## config.mk

```make
export PLATFORM = sky130hd
export DESIGN_NAME = sm3_pad_stream
export DESIGN_NICKNAME = d
export VERILOG_FILES = /design/src/rtl/sm3_pkg.sv /design/src/rtl/sm3_pad_last_word.sv /design/src/rtl/sm3_pad_stream.sv
export SDC_FILE = /design/constraint.sdc
export NUM_CORES = 1
export LEC_CHECK = 0
export BUFFER_PORTS_ARGS = -buffer_cell sky130_fd_sc_hd__buf_4
export CAP_MARGIN = 0
export CORE_ASPECT_RATIO = 0.5
export CORE_MARGIN = 2
export CORE_UTILIZATION = 55
export CTS_CLUSTER_DIAMETER = 60
export DETAILED_ROUTE_END_ITERATION = 16
export PLACE_DENSITY = 0.76
export RECOVER_POWER = 25
export SLEW_MARGIN = 20
export SYNTH_ARGS = -nofsm -noshare
export SYNTH_HDL_FRONTEND = slang
export SYNTH_SLANG_ARGS = --single-unit
```

## constraint.sdc

```tcl
create_clock -name clk -period 3.8 [get_ports clk]
set_input_delay 0.38 -clock clk [delete_from_list [all_inputs] [get_ports clk]]
set_output_delay 0.38 -clock clk [all_outputs]
set_load 0.03 [all_outputs]
```

## src/rtl/sm3_pkg.sv

```systemverilog
// ----------------------------------------------------------------------------
// sm3_pkg
//   Shared types and constants for the SM3 message padder.
//   - sm3_pad_st_e : padder FSM states
//   - SM3_BLK_BITS : SM3 compression block size in bits
//   - SM3_LEN_BITS : width of the trailing message-length field in bits
// ----------------------------------------------------------------------------
package sm3_pkg;

   typedef enum logic [1:0] {
      S_DATA = 2'd0,
      S_P80  = 2'd1,
      S_ZERO = 2'd2,
      S_LEN  = 2'd3
   } sm3_pad_st_e;

   localparam int SM3_BLK_BITS = 512;
   localparam int SM3_LEN_BITS = 64;

endpackage

```

## src/rtl/sm3_pad_last_word.sv

```systemverilog
// ----------------------------------------------------------------------------
// sm3_pad_last_word
//   Combinational shaping of the final message beat.
//   Ports:
//     i_d        in  W     last message word, first byte in [W-1:W-8]
//     i_vld_byte in  W/8   valid-byte mask, MSB = first byte
//     o_d        out W     word with invalid bytes zeroed and 0x80 marker inserted
//                          after the last valid byte (no marker when all bytes valid)
//     o_full     out 1     all W/8 bytes valid; marker must go in a separate word
//     o_bits     out 8     number of message bits contributed by this beat (8*k)
// ----------------------------------------------------------------------------
module sm3_pad_last_word #(
   parameter int W = 32
) (
   input  logic [W-1:0]   i_d,
   input  logic [W/8-1:0] i_vld_byte,
   output logic [W-1:0]   o_d,
   output logic           o_full,
   output logic [7:0]     o_bits
);

   localparam int NB = W / 8;
   localparam int KW = $clog2(NB + 1);

   logic [KW-1:0] w_k;
   logic          w_run;

   // k counts leading ones only; any set bit after the first zero is ignored.
   always_comb begin
      w_k   = '0;
      w_run = 1'b1;
      for (int j = 0; j < NB; j++) begin
         if (w_run && i_vld_byte[NB-1-j]) begin
            w_k = w_k + 1'b1;
         end else begin
            w_run = 1'b0;
         end
      end
   end

   always_comb begin
      o_d = '0;
      for (int j = 0; j < NB; j++) begin
         if (KW'(j) < w_k) begin
            o_d[W-1-8*j -: 8] = i_d[W-1-8*j -: 8];
         end else if (KW'(j) == w_k) begin
            o_d[W-1-8*j -: 8] = 8'h80;
         end
      end
   end

   assign o_full = (w_k == KW'(NB));
   assign o_bits = 8'({w_k, 3'b000});

endmodule

```

## src/rtl/sm3_pad_stream.sv

```systemverilog
// ----------------------------------------------------------------------------
// sm3_pad_stream
//   SM3 message padder. Accepts a byte-granular message stream W bits wide and
//   emits data, 0x80 marker, zero fill and the 64-bit big-endian bit length so
//   the output is a whole number of 512-bit blocks.
//   Ports:
//     clk, rst             clock, asynchronous active-high reset
//     msg_inpt_d_i         W    message word (first byte in MSBs)
//     msg_inpt_vld_byte_i  W/8  valid-byte mask (MSB = first byte)
//     msg_inpt_vld_i       1    input beat valid
//     msg_inpt_lst_i       1    final beat of message
//     msg_inpt_rdy_o       1    input ready
//     pad_otpt_d_o         W    padded output word
//     pad_otpt_vld_o       1    output valid
//     pad_otpt_rdy_i       1    downstream ready
//     pad_otpt_blk_end_o   1    last word of a 512-bit block
//     pad_otpt_lst_o       1    last word of the padded message
//     pad_busy_o           1    message in progress
// ----------------------------------------------------------------------------
module sm3_pad_stream
   import sm3_pkg::*;
#(
   parameter int W = 32
) (
   input  logic           clk,
   input  logic           rst,
   input  logic [W-1:0]   msg_inpt_d_i,
   input  logic [W/8-1:0] msg_inpt_vld_byte_i,
   input  logic           msg_inpt_vld_i,
   input  logic           msg_inpt_lst_i,
   output logic           msg_inpt_rdy_o,
   output logic [W-1:0]   pad_otpt_d_o,
   output logic           pad_otpt_vld_o,
   input  logic           pad_otpt_rdy_i,
   output logic           pad_otpt_blk_end_o,
   output logic           pad_otpt_lst_o,
   output logic           pad_busy_o
);

   localparam int WPB = SM3_BLK_BITS / W;
   localparam int LW  = SM3_LEN_BITS / W;
   localparam int WCW = $clog2(WPB);

   localparam logic [WCW-1:0] WC_LEN0 = WCW'(WPB - LW);
   localparam logic [WCW-1:0] WC_LAST = WCW'(WPB - 1);

   if (W != 32 && W != 64) begin : g_bad_w
      $error("sm3_pad_stream: W must be 32 or 64");
   end

   sm3_pad_st_e  r_state;
   logic [WCW-1:0] r_wc;
   logic [63:0]  r_bitcnt;
   logic [W-1:0] r_d;
   logic         r_vld;
   logic         r_blk_end;
   logic         r_lst;
   logic         r_busy;

   logic [W-1:0]   w_lw_d;
   logic           w_lw_full;
   logic [7:0]     w_lw_bits;
   logic           w_free;
   logic           w_in_acc;
   logic           w_out_xfer;
   logic [WCW-1:0] w_wc_nxt;
   logic [WCW-1:0] w_len_idx;
   logic [W-1:0]   w_len_word;
   sm3_pad_st_e    w_tail_st;

   sm3_pad_last_word #(.W(W)) u_last_word (
      .i_d        (msg_inpt_d_i),
      .i_vld_byte (msg_inpt_vld_byte_i),
      .o_d        (w_lw_d),
      .o_full     (w_lw_full),
      .o_bits     (w_lw_bits)
   );

   assign w_free     = !r_vld || pad_otpt_rdy_i;
   assign w_out_xfer = r_vld && pad_otpt_rdy_i;
   assign w_in_acc   = msg_inpt_vld_i && msg_inpt_rdy_o;

   // r_wc is the block position of the next word to be loaded into the output
   // register; it tracks transfers one-for-one because every load is transferred.
   assign w_wc_nxt  = r_wc + 1'b1;
   assign w_len_idx = r_wc - WC_LEN0;

   // After a marker or zero word, go straight to the length field when the next
   // slot is the first length slot; otherwise keep filling zeros (possibly
   // across a block boundary, which yields the extra block).
   assign w_tail_st = (w_wc_nxt == WC_LEN0) ? S_LEN : S_ZERO;

   // Length is emitted most-significant word first.
   always_comb begin
      w_len_word = '0;
      for (int j = 0; j < LW; j++) begin
         if (w_len_idx == WCW'(j)) begin
            w_len_word = r_bitcnt[SM3_LEN_BITS-1-j*W -: W];
         end
      end
   end

   always_ff @(posedge clk or posedge rst) begin
      if (rst) begin
         r_state   <= S_DATA;
         r_wc      <= '0;
         r_bitcnt  <= '0;
         r_d       <= '0;
         r_vld     <= 1'b0;
         r_blk_end <= 1'b0;
         r_lst     <= 1'b0;
         r_busy    <= 1'b0;
      end else begin
         // Drain: flags drop with valid so no stale qualifier is left visible.
         if (w_out_xfer) begin
            r_vld     <= 1'b0;
            r_blk_end <= 1'b0;
            r_lst     <= 1'b0;
            if (r_lst) begin
               r_busy <= 1'b0;
            end
         end

         if (w_free) begin
            case (r_state)
               S_DATA: begin
                  if (w_in_acc) begin
                     r_vld     <= 1'b1;
                     r_wc      <= w_wc_nxt;
                     r_blk_end <= (r_wc == WC_LAST);
                     r_lst     <= 1'b0;
                     r_busy    <= 1'b1;
                     if (msg_inpt_lst_i) begin
                        r_d      <= w_lw_d;
                        r_bitcnt <= r_bitcnt + 64'(w_lw_bits);
                        r_state  <= w_lw_full ? S_P80 : w_tail_st;
                     end else begin
                        r_d      <= msg_inpt_d_i;
                        r_bitcnt <= r_bitcnt + 64'(W);
                     end
                  end
               end
               S_P80: begin
                  r_vld     <= 1'b1;
                  r_wc      <= w_wc_nxt;
                  r_blk_end <= (r_wc == WC_LAST);
                  r_lst     <= 1'b0;
                  r_d       <= {8'h80, {(W-8){1'b0}}};
                  r_state   <= w_tail_st;
               end
               S_ZERO: begin
                  r_vld     <= 1'b1;
                  r_wc      <= w_wc_nxt;
                  r_blk_end <= (r_wc == WC_LAST);
                  r_lst     <= 1'b0;
                  r_d       <= '0;
                  r_state   <= w_tail_st;
               end
               S_LEN: begin
                  r_vld     <= 1'b1;
                  r_wc      <= w_wc_nxt;
                  r_blk_end <= (r_wc == WC_LAST);
                  r_d       <= w_len_word;
                  r_lst     <= (r_wc == WC_LAST);
                  if (r_wc == WC_LAST) begin
                     // Length word already captured from the old count above.
                     r_bitcnt <= '0;
                     r_state  <= S_DATA;
                  end
               end
               default: r_state <= S_DATA;
            endcase
         end
      end
   end

   assign msg_inpt_rdy_o     = (r_state == S_DATA) && w_free;
   assign pad_otpt_d_o       = r_d;
   assign pad_otpt_vld_o     = r_vld;
   assign pad_otpt_blk_end_o = r_blk_end;
   assign pad_otpt_lst_o     = r_lst;
   assign pad_busy_o         = r_busy;

endmodule

```

==> metrics.md, run 1 <==
| Metric | Value |
|---|---|
| Status | finished with violations |
| Failing checks | capacitance limit, slew limit |
| DR DRC count | 0 |
| Row count | 26 |
| Avg Cell Area, Syn | 8.75 sq um |
| Post-Route Utilization | 67.7% |
| First-pass GRT wire length | 27600 microns |
| Clock Sinks | 103 |
| Worst vdd ir | 0.324 mV |
| Clock tree buffer depth | 2 |
| H-tree depth | 3 |
| Worst Skew | 8.40 ps |
| Syn Std Cell Area | 5900 sq um |
| Ys async rst share | 100% |
| Rel. slew slack | -65.7% |
| Initial antenna violation count | 0 |
| Width of the die | 150 microns |
| Comb power frac | 40.5% |
| Dpl ws | 308 ps |
| Cell Pwr Density | 610 nW/um^2 |
| Total number of vias | 5597 |
| Mapped Cells | 674 |
| Largest net degree at the start of global routing | 53 |
| Per-cell routed wire length | 19.5 microns |
| Num ports | 78 |
| Crit end category | flop |
| Sequential area share after synthesis | 43.7% |
| Detailed Route Iter0 Violations | 636 |
| Fmax | 312 MHz |
| CTS Hold Bufs | 0 |
| Die area | 11600 sq um |
| Final cell count without fillers | 886 |
| GPL Wtd Cong | 0.931 |
| Initial core utilization | 57.2% |
| Crit-path slowest cell | a2111oi_2 |
| GRT Resource Usage Total | 30.8% |
| Clock root buffer | clkbuf_16 |
| Ys Warns | 0 |
| Crit path buf inv count | 3 |
| Die Y | 77.2 microns |
| Critical path arrival | 3450 ps |
| Core Region | 10300 sq um |
| CP top delay family | simple AND/OR/NAND/NOR gates |
| Setup bufs post-CTS | 0 |
| WP data required | 4050 ps |
| Synthesis-to-layout area growth | 18.4% |
| Switching pwr | 0.00178 W |
| Hold Crit Class | input pin to flop |
| WS Path Type | input pin to flop |
| Clock transition at path regs | 70 ps |
| CTS tree | done |
| CTS buffer count | 9 |
| Worst-Margin Slew | 2470 ps |
| Main synth FF type | dfrtp_1 |
| Internal power | 0.00248 W |
| GRT overflow | 0 |
| Crit path cell chain | buf_4 -> and2_1 -> ha_1 -> nand3b_1 -> nand2_1 -> inv_1 -> fa_1 -> nand2_1 -> a2111oi_2 -> nand4_2 -> buf_4 -> nor4_1 -> xnor2_1 -> nor2_1 |
| Vias per cell | 6.32 |
| Nature of the critical path startpoint | input pin |
| Synth unique cells | 56 |
| Finish-stage setup viols | 0 |
| Placed cells | 870 |
| Max Cap Violations | 1 |
| Drt first pass iters | 7 |
| Hold Vio Cnt, Final | 0 |
| Final wirelength | 17200 microns |
| Vias in the first global route | 5232 |
| Post_cts resized | 0 |
| N_diodes | 0 |
| Number of flops mapped to enable cells by yosys | 0 |
| Slew Limit Fails | 53 |
| Lkg Pwr | 2.93 nW |
| Sequential power share | 34.8% |
| IO buf count | 77 |
| RSZ-0062 raised after global routing | false |
| Sw Ratio | 41.8% |
| Setup TNS | 0 ps |
| Crit share post-route | 84.3% |
| Max FO, Critical Path | 13 |
| Final antenna-violating net count | 0 |
| Syn nets | 730 |
| PnR worst setup slack | 598 ps |
| Post-DP HPWL | 12300 microns |
| Seq cells post-synth | 103 |
| Clock power frac | 24.7% |
| Clk_lat worst skew | 360 ps |
| Share of layout cells above drive strength 1 | 16.4% |
| Final net count | 797 |
| Final min period | 3200 ps |
| CP max stage delay | 460 ps |
-- cells in the mapped netlist, types with 2 or more instances --
| library cell | n | share of area [%] |
|---|---|---|
| and4_1 | 2 | 0.30 |
| clkbuf_1 | 30 | 1.9 |
| nor4_1 | 12 | 1.3 |
| o31a_1 | 2 | 0.30 |
| a31o_2 | 2 | 0.30 |
| nor3_2 | 3 | 0.51 |
| and3_1 | 7 | 0.74 |
| ha_1 | 14 | 3.0 |
| nand3_1 | 38 | 3.2 |
| xor2_1 | 3 | 0.45 |
| dfrtp_1 | 103 | 44 |
| a32oi_1 | 4 | 0.59 |
| and2_0 | 2 | 0.21 |
| o22ai_1 | 7 | 0.74 |
| a22oi_1 | 44 | 5.6 |
| nor3_1 | 20 | 1.7 |
| nor2_1 | 68 | 4.3 |
| o31ai_1 | 8 | 1.0 |
| nor2b_1 | 7 | 0.74 |
| inv_1 | 18 | 1.1 |
| nand2b_1 | 8 | 0.85 |
| nand2_1 | 70 | 4.5 |
| buf_2 | 4 | 0.34 |
| o211ai_1 | 2 | 0.25 |
| a31oi_1 | 7 | 0.74 |
| nor3b_1 | 2 | 0.25 |
| or4_1 | 3 | 0.38 |
| or3_1 | 7 | 0.74 |
| nand3b_1 | 2 | 0.25 |
| a21boi_0 | 2 | 0.25 |
| xnor2_1 | 29 | 4.3 |
| a21o_1 | 4 | 0.51 |
| o21ai_0 | 67 | 5.7 |
| mux2i_1 | 7 | 1.2 |
| a21oi_1 | 29 | 2.5 |
| a221o_1 | 2 | 0.34 |
| o221ai_1 | 2 | 0.30 |
| buf_1 | 3 | 0.19 |
| nand4_1 | 9 | 0.95 |
| and2_1 | 5 | 0.53 |
-- sequential cells by signal, indices dropped and copies added, names as in the netlist --
register,count
pad_otpt_vld_o,1
r_wc,4
pad_otpt_d_o,32
pad_otpt_lst_o,1
r_state,2
pad_busy_o,1
pad_otpt_blk_end_o,1
r_bitcnt,61
-- routing by layer --
metal  GRT usage [%]  wire length (microns)  vias up  part of all wire, %
li1                -                      -     2588                    -
met1            45.0                   7640     2702                   44
met2            45.9                   7630      282                   44
met3            6.49                   1620       25                  9.4
met4            9.25                    356        0                  2.1
met5               0                      0        -                    0
-- cells by family (layout without fill, tap and decap cells) --
logic type,after synthesis,in the layout,synth area share (%)
multiplexers,7,7,1.19
buffers and inverters,55,127,3.58
XOR/XNOR,32,32,4.75
AND/OR/NAND/NOR,269,269,22.4
adder cells (fa/ha/maj),15,15,3.31
AO/OA/AOI/OAI,193,193,21.0
flip-flops,103,103,43.7
-- worst register-to-register path: stages, from the launching register on --
cell and delay (ps):
dfrtp_1 420, ha_1 360, nand3_2 210, a2111oi_4 660, nand4_2 440, buf_4 330
nor4_1 390, xnor2_1 170, nor2_1 50
-- power groups by stage --
stage	Clock (W)	Sequential [W]	Combinational [W]
2_1_floorplan	0	0.00170	0.000893
3_3_place_gp	0	0.00149	0.00167
3_5_place_dp	0	0.00149	0.00171
4_1_cts	0.00106	0.00148	0.00172
5_1_grt	0.00110	0.00150	0.00189
6_report	0.00105	0.00148	0.00173
-- worst paths after layout --
path / start / endpoint / slack (ps) / depth (start not counted)
worst max-delay path: msg_inpt_vld_byte_i[2] / r_bitcnt[45]$_DFFE_PP0P_ / 600 / 14
worst min-delay path: msg_inpt_d_i[28] / pad_otpt_d_o[28]$_DFFE_PP0P_ / 240 / 3
worst max register to register: r_wc[1]$_DFFE_PP0P_ / r_bitcnt[45]$_DFFE_PP0P_ / 660 / 8
worst min register to register: pad_otpt_d_o[31]$_DFFE_PP0P_ / pad_otpt_d_o[31]$_DFFE_PP0P_ / 480 / 2
max in group asynchronous: rst / pad_otpt_d_o[13]$_DFFE_PP0P_ / 1150 / 3
min in group asynchronous: rst / r_state[1]$_DFFE_PP0P_ / 700 / 2
-- layout by cell type, fill, tap and decap left out, types with 12 or more instances in the layout --
master / n
a21oi_1: 29
a22oi_1: 44
buf_4: 91
dfrtp_1: 103
ha_1: 14
inv_1: 17
nand2_1: 70
nand3_1: 38
nor2_1: 68
nor3_1: 20
nor4_1: 12
o21ai_0: 66
xnor2_1: 29
-- through the flow --
| step | area [sq um] | power, W | hold WS [ps] |
|---|---|---|---|
| floorplan | 5900 | 0.00260 | 481 |
| global placement | 6650 | 0.00316 | 465 |
| detailed placement | 6650 | 0.00320 | 472 |
| CTS | 6990 | 0.00425 | 164 |
| global route | 6990 | 0.00449 | 258 |
| finish | 6990 | 0.00426 | 243 |
-- final cells by class --
class                      instances  area (sq um)
clock buffer                      10           239
fill                             822          3330
sequential                       103          2580
inverter                          18          68.8
clock inverter                     6          97.6
multi-input combinational        516          3130
tap                              140           175
timing repair buffer              93           694
No activity file was read; power rests on OpenSTA's default activity.
==> run 2, diff against run 1 <==
Settings changed: CORE_UTILIZATION 55 to 53.
Clock period 3.8 ns to 2.7 ns, I/O delays scaled along.
==> run 2 against run 1 <==
Flip-flop and latch count did not move. The run now ends clean. First-iteration DRC count fell by 8.3%. Clock power rose by 27%. Critical endpoint is now r_bitcnt[63]$_DFFE_PP0P_. Highest routed layer unchanged. Sequential power rose by 40%. Non-clock buffer count rose by 40. Critical path depth fell by 4.
==> metrics.md, run 2 (same netlist as run 1, synthesis figures left out) <==
| Metric | Value |
|---|---|
| CTS tree | done (unchanged) |
| Share of layout cells above drive strength 1 | 18.3% (was 16.4%) |
| WS Path Type | flop to flop (was input pin to flop) |
| Largest register FFs | 61 (unchanged) |
| Dpl ws | -194 ps (was 308 ps) |
| Setup TNS | 0 ps (unchanged) |
| CP dominant cell by count | buf_4 |
| Final net count | 837 (was 797) |
| Fmax | 394 MHz |
| Crit-path slowest cell | a2111oi_4 (was a2111oi_2) |
| Width of the die | 153 microns (was 150 microns) |
| Vias per cell | 6.19 (was 6.32) |
| Final antenna-violating net count | 0 (unchanged) |
| GRT overflow | 0 (unchanged) |
| Worst Skew | 7.26 ps (was 8.40 ps) |
| Critical path arrival | 2780 ps (was 3450 ps) |
| Design area | 7270 sq um (was 6990 sq um) |
| Lkg Pwr | 2.98 nW (was 2.93 nW) |
| Most common cell after layout, fill and taps aside | dfrtp_1 (unchanged) |
| DR DRC count | 0 (unchanged) |
| CP max stage delay | 460 ps (about the same) |
| Final min period | 2540 ps |
| H-tree depth | 3 (unchanged) |
| Total number of vias | 5761 (was 5597) |
| Clock power frac | 22.5% (was 24.7%) |
| CP top delay family | buffers and inverters (was simple AND/OR/NAND/NOR gates) |
| Post-DP HPWL | 12400 microns (was 12300 microns) |
| Highest-count cells in the layout ignoring fill and taps | dfrtp_1, buf_4, nand2_1 (unchanged) |
| Clock tree buffer depth | 2 (unchanged) |
| Synthesis-to-layout area growth | 23.2% (was 18.4%) |
| Detailed Route Iter0 Violations | 583 (was 636) |
| Cell Pwr Density | 817 nW/um^2 (was 610 nW/um^2) |
| Crit path buf inv count | 4 (was 3) |
| Reg with most FFs | r_bitcnt (unchanged) |
| Initial antenna violation count | 0 (unchanged) |
| Finish-stage setup viols | 0 (unchanged) |
| Placed inst area | 7020 sq um (was 6650 sq um) |
| Hold Vio Cnt, Final | 0 (unchanged) |
| CTS buffer count | 9 (unchanged) |
| Nature of the critical path startpoint | flop (was input pin) |
| N_diodes | 0 (unchanged) |
| Comb power frac | 42.6% (was 40.5%) |
| Fin Hold WS | 141 ps (was 243 ps) |
| Worst vdd ir | 0.387 mV (was 0.324 mV) |
| Die Y | 78.6 microns (was 77.2 microns) |
| Sequential power share | 34.9% (was 34.8%) |
| Vias in the first global route | 5464 (was 5232) |
| Hold Crit Class | input pin to flop (unchanged) |
| Crit path cell chain | inv_1 -> ha_1 -> a2111oi_4 -> buf_6 -> nand4_4 -> buf_4 -> nor4_2 -> buf_4 -> xnor2_1 -> nor2_1 (was buf_4 -> and2_1 -> ha_1 -> nand3b_1 -> nand2_1 -> inv_1 -> fa_1 -> nand2_1 -> a2111oi_2 -> nand4_2 -> buf_4 -> nor4_1 -> xnor2_1 -> nor2_1) |
| GRT Resource Usage Total | 30.0% (was 30.8%) |
| Max Cap Violations | 0 (was 1) |
| Final wirelength | 17500 microns (was 17200 microns) |
| Status | completed (was finished with violations) |
| Crit end category | flop (unchanged) |
| IO buf count | 77 (unchanged) |
| PnR worst setup slack | 162 ps (was 598 ps) |
| Slew Limit Fails | 0 (was 53) |
| First-pass GRT wire length | 28500 microns (was 27600 microns) |
| Internal power | 0.00337 W (was 0.00248 W) |
| GPL Wtd Cong | 0.944 (was 0.931) |
| Sw Ratio | 43.2% (was 41.8%) |
| Largest net degree at the start of global routing | 83 (was 53) |
| Max FO, Critical Path | 8 (was 13) |
| Clock Sinks | 103 (unchanged) |
| Core Region | 10900 sq um (was 10300 sq um) |
| Clock root buffer | clkbuf_16 (unchanged) |
| Row count | 27 (was 26) |
| Crit share post-route | 94.0% |
| WP data required | 2950 ps (was 4050 ps) |
| Die area | 12000 sq um (was 11600 sq um) |
| Clock transition at path regs | 70 ps (about the same) |
| Rel. slew slack | 26.1% (was -65.7%) |
| Initial core utilization | 54.1% (was 57.2%) |
| Drt first pass iters | 5 (was 7) |
| Worst-Margin Slew | 1110 ps (was 2470 ps) |
| Per-cell routed wire length | 18.8 microns (was 19.5 microns) |
| Clk_lat worst skew | 350 ps (was 360 ps) |
| Switching pwr | 0.00256 W (was 0.00178 W) |
| RSZ-0062 raised after global routing | false (unchanged) |
| Num ports | 78 (unchanged) |
==> run 2: changes by cell type in the layout (fill, tap and decap cells not counted), sizes merged <==
cell	change
clkinvlp	+1
inv	-1
bufinv	-1
buf	+3
clkbuf	+35
dlygate4sd3	+1
clkinv	+2
==> run 2: final timing paths <==
| path | startpoint | to | slack, ps | depth (start not counted) |
|---|---|---|---|---|
| worst max register to register | r_state[0]$_DFFE_PP0P_ | r_bitcnt[63]$_DFFE_PP0P_ | 160 | 10 |
| worst max-delay path | r_state[0]$_DFFE_PP0P_ | r_bitcnt[63]$_DFFE_PP0P_ | 160 | 10 |
| max in group asynchronous | rst | r_bitcnt[59]$_DFFE_PP0P_ | 380 | 4 |
| worst min register to register | pad_otpt_d_o[9]$_DFFE_PP0P_ | pad_otpt_d_o[9]$_DFFE_PP0P_ | 480 | 2 |
| worst min-delay path | msg_inpt_d_i[25] | pad_otpt_d_o[25]$_DFFE_PP0P_ | 140 | 3 |
| min in group asynchronous | rst | pad_otpt_d_o[14]$_DFFE_PP0P_ | 660 | 3 |
==> run 2: cell type report <==
class,instances,area [sq um]
Sequential cell,103,2580
Clock buffer,9,225
Clock inverter,7,70.1
Multi-Input combinational cell,516,3250
Timing Repair Buffer,133,895
Tap cell,145,181
Inverter,18,68.8
Fill cell,897,3650
==> run 2: what timing repair did <==
item / 4_1_cts / 5_1_grt
endpoints found under the hold margin: 21 / 0
hold buffers: 1 / 0
resized for setup: 0 / 11
buffers inserted: 0 / 5
endpoints found under the setup margin: 0 / 16
==> run 2: power by group through the flow <==
stage,Combinational [W],Clock (W),Sequential (W)
final,0.00253,0.00133,0.00207
after global routing,0.00274,0.00140,0.00211
after CTS,0.00256,0.00135,0.00207
after detailed placement,0.00255,0,0.00209
after global placement,0.00249,0,0.00208
after floorplan,0.00128,0,0.00240
==> run 2: layer usage <==
metal  GRT usage (%)  wire [microns]  vias up
li1                -               -     2664
met1            42.2            7770     2789
met2            46.0            7790      269
met3            7.07            1550       39
met4            10.3             363        0
met5               0               0        -
==> run 2: per-stage QoR <==
stage	power (W)	std cells	util (%)
finish	0.00594	931	66.6
global route	0.00626	931	66.6
CTS	0.00597	926	67.1
detailed placement	0.00464	909	64.3
global placement	0.00458	909	64.3
floorplan	0.00368	674	-
==> run 2: worst register-to-register path, cell delays in order, from the launching register on <==
cell and delay, ps:
dfrtp_2 410, inv_1 80, ha_1 400, a2111oi_4 460
buf_6 210, nand4_4 120, buf_4 170, nor4_2 260
buf_4 180, xnor2_1 110, nor2_1 60
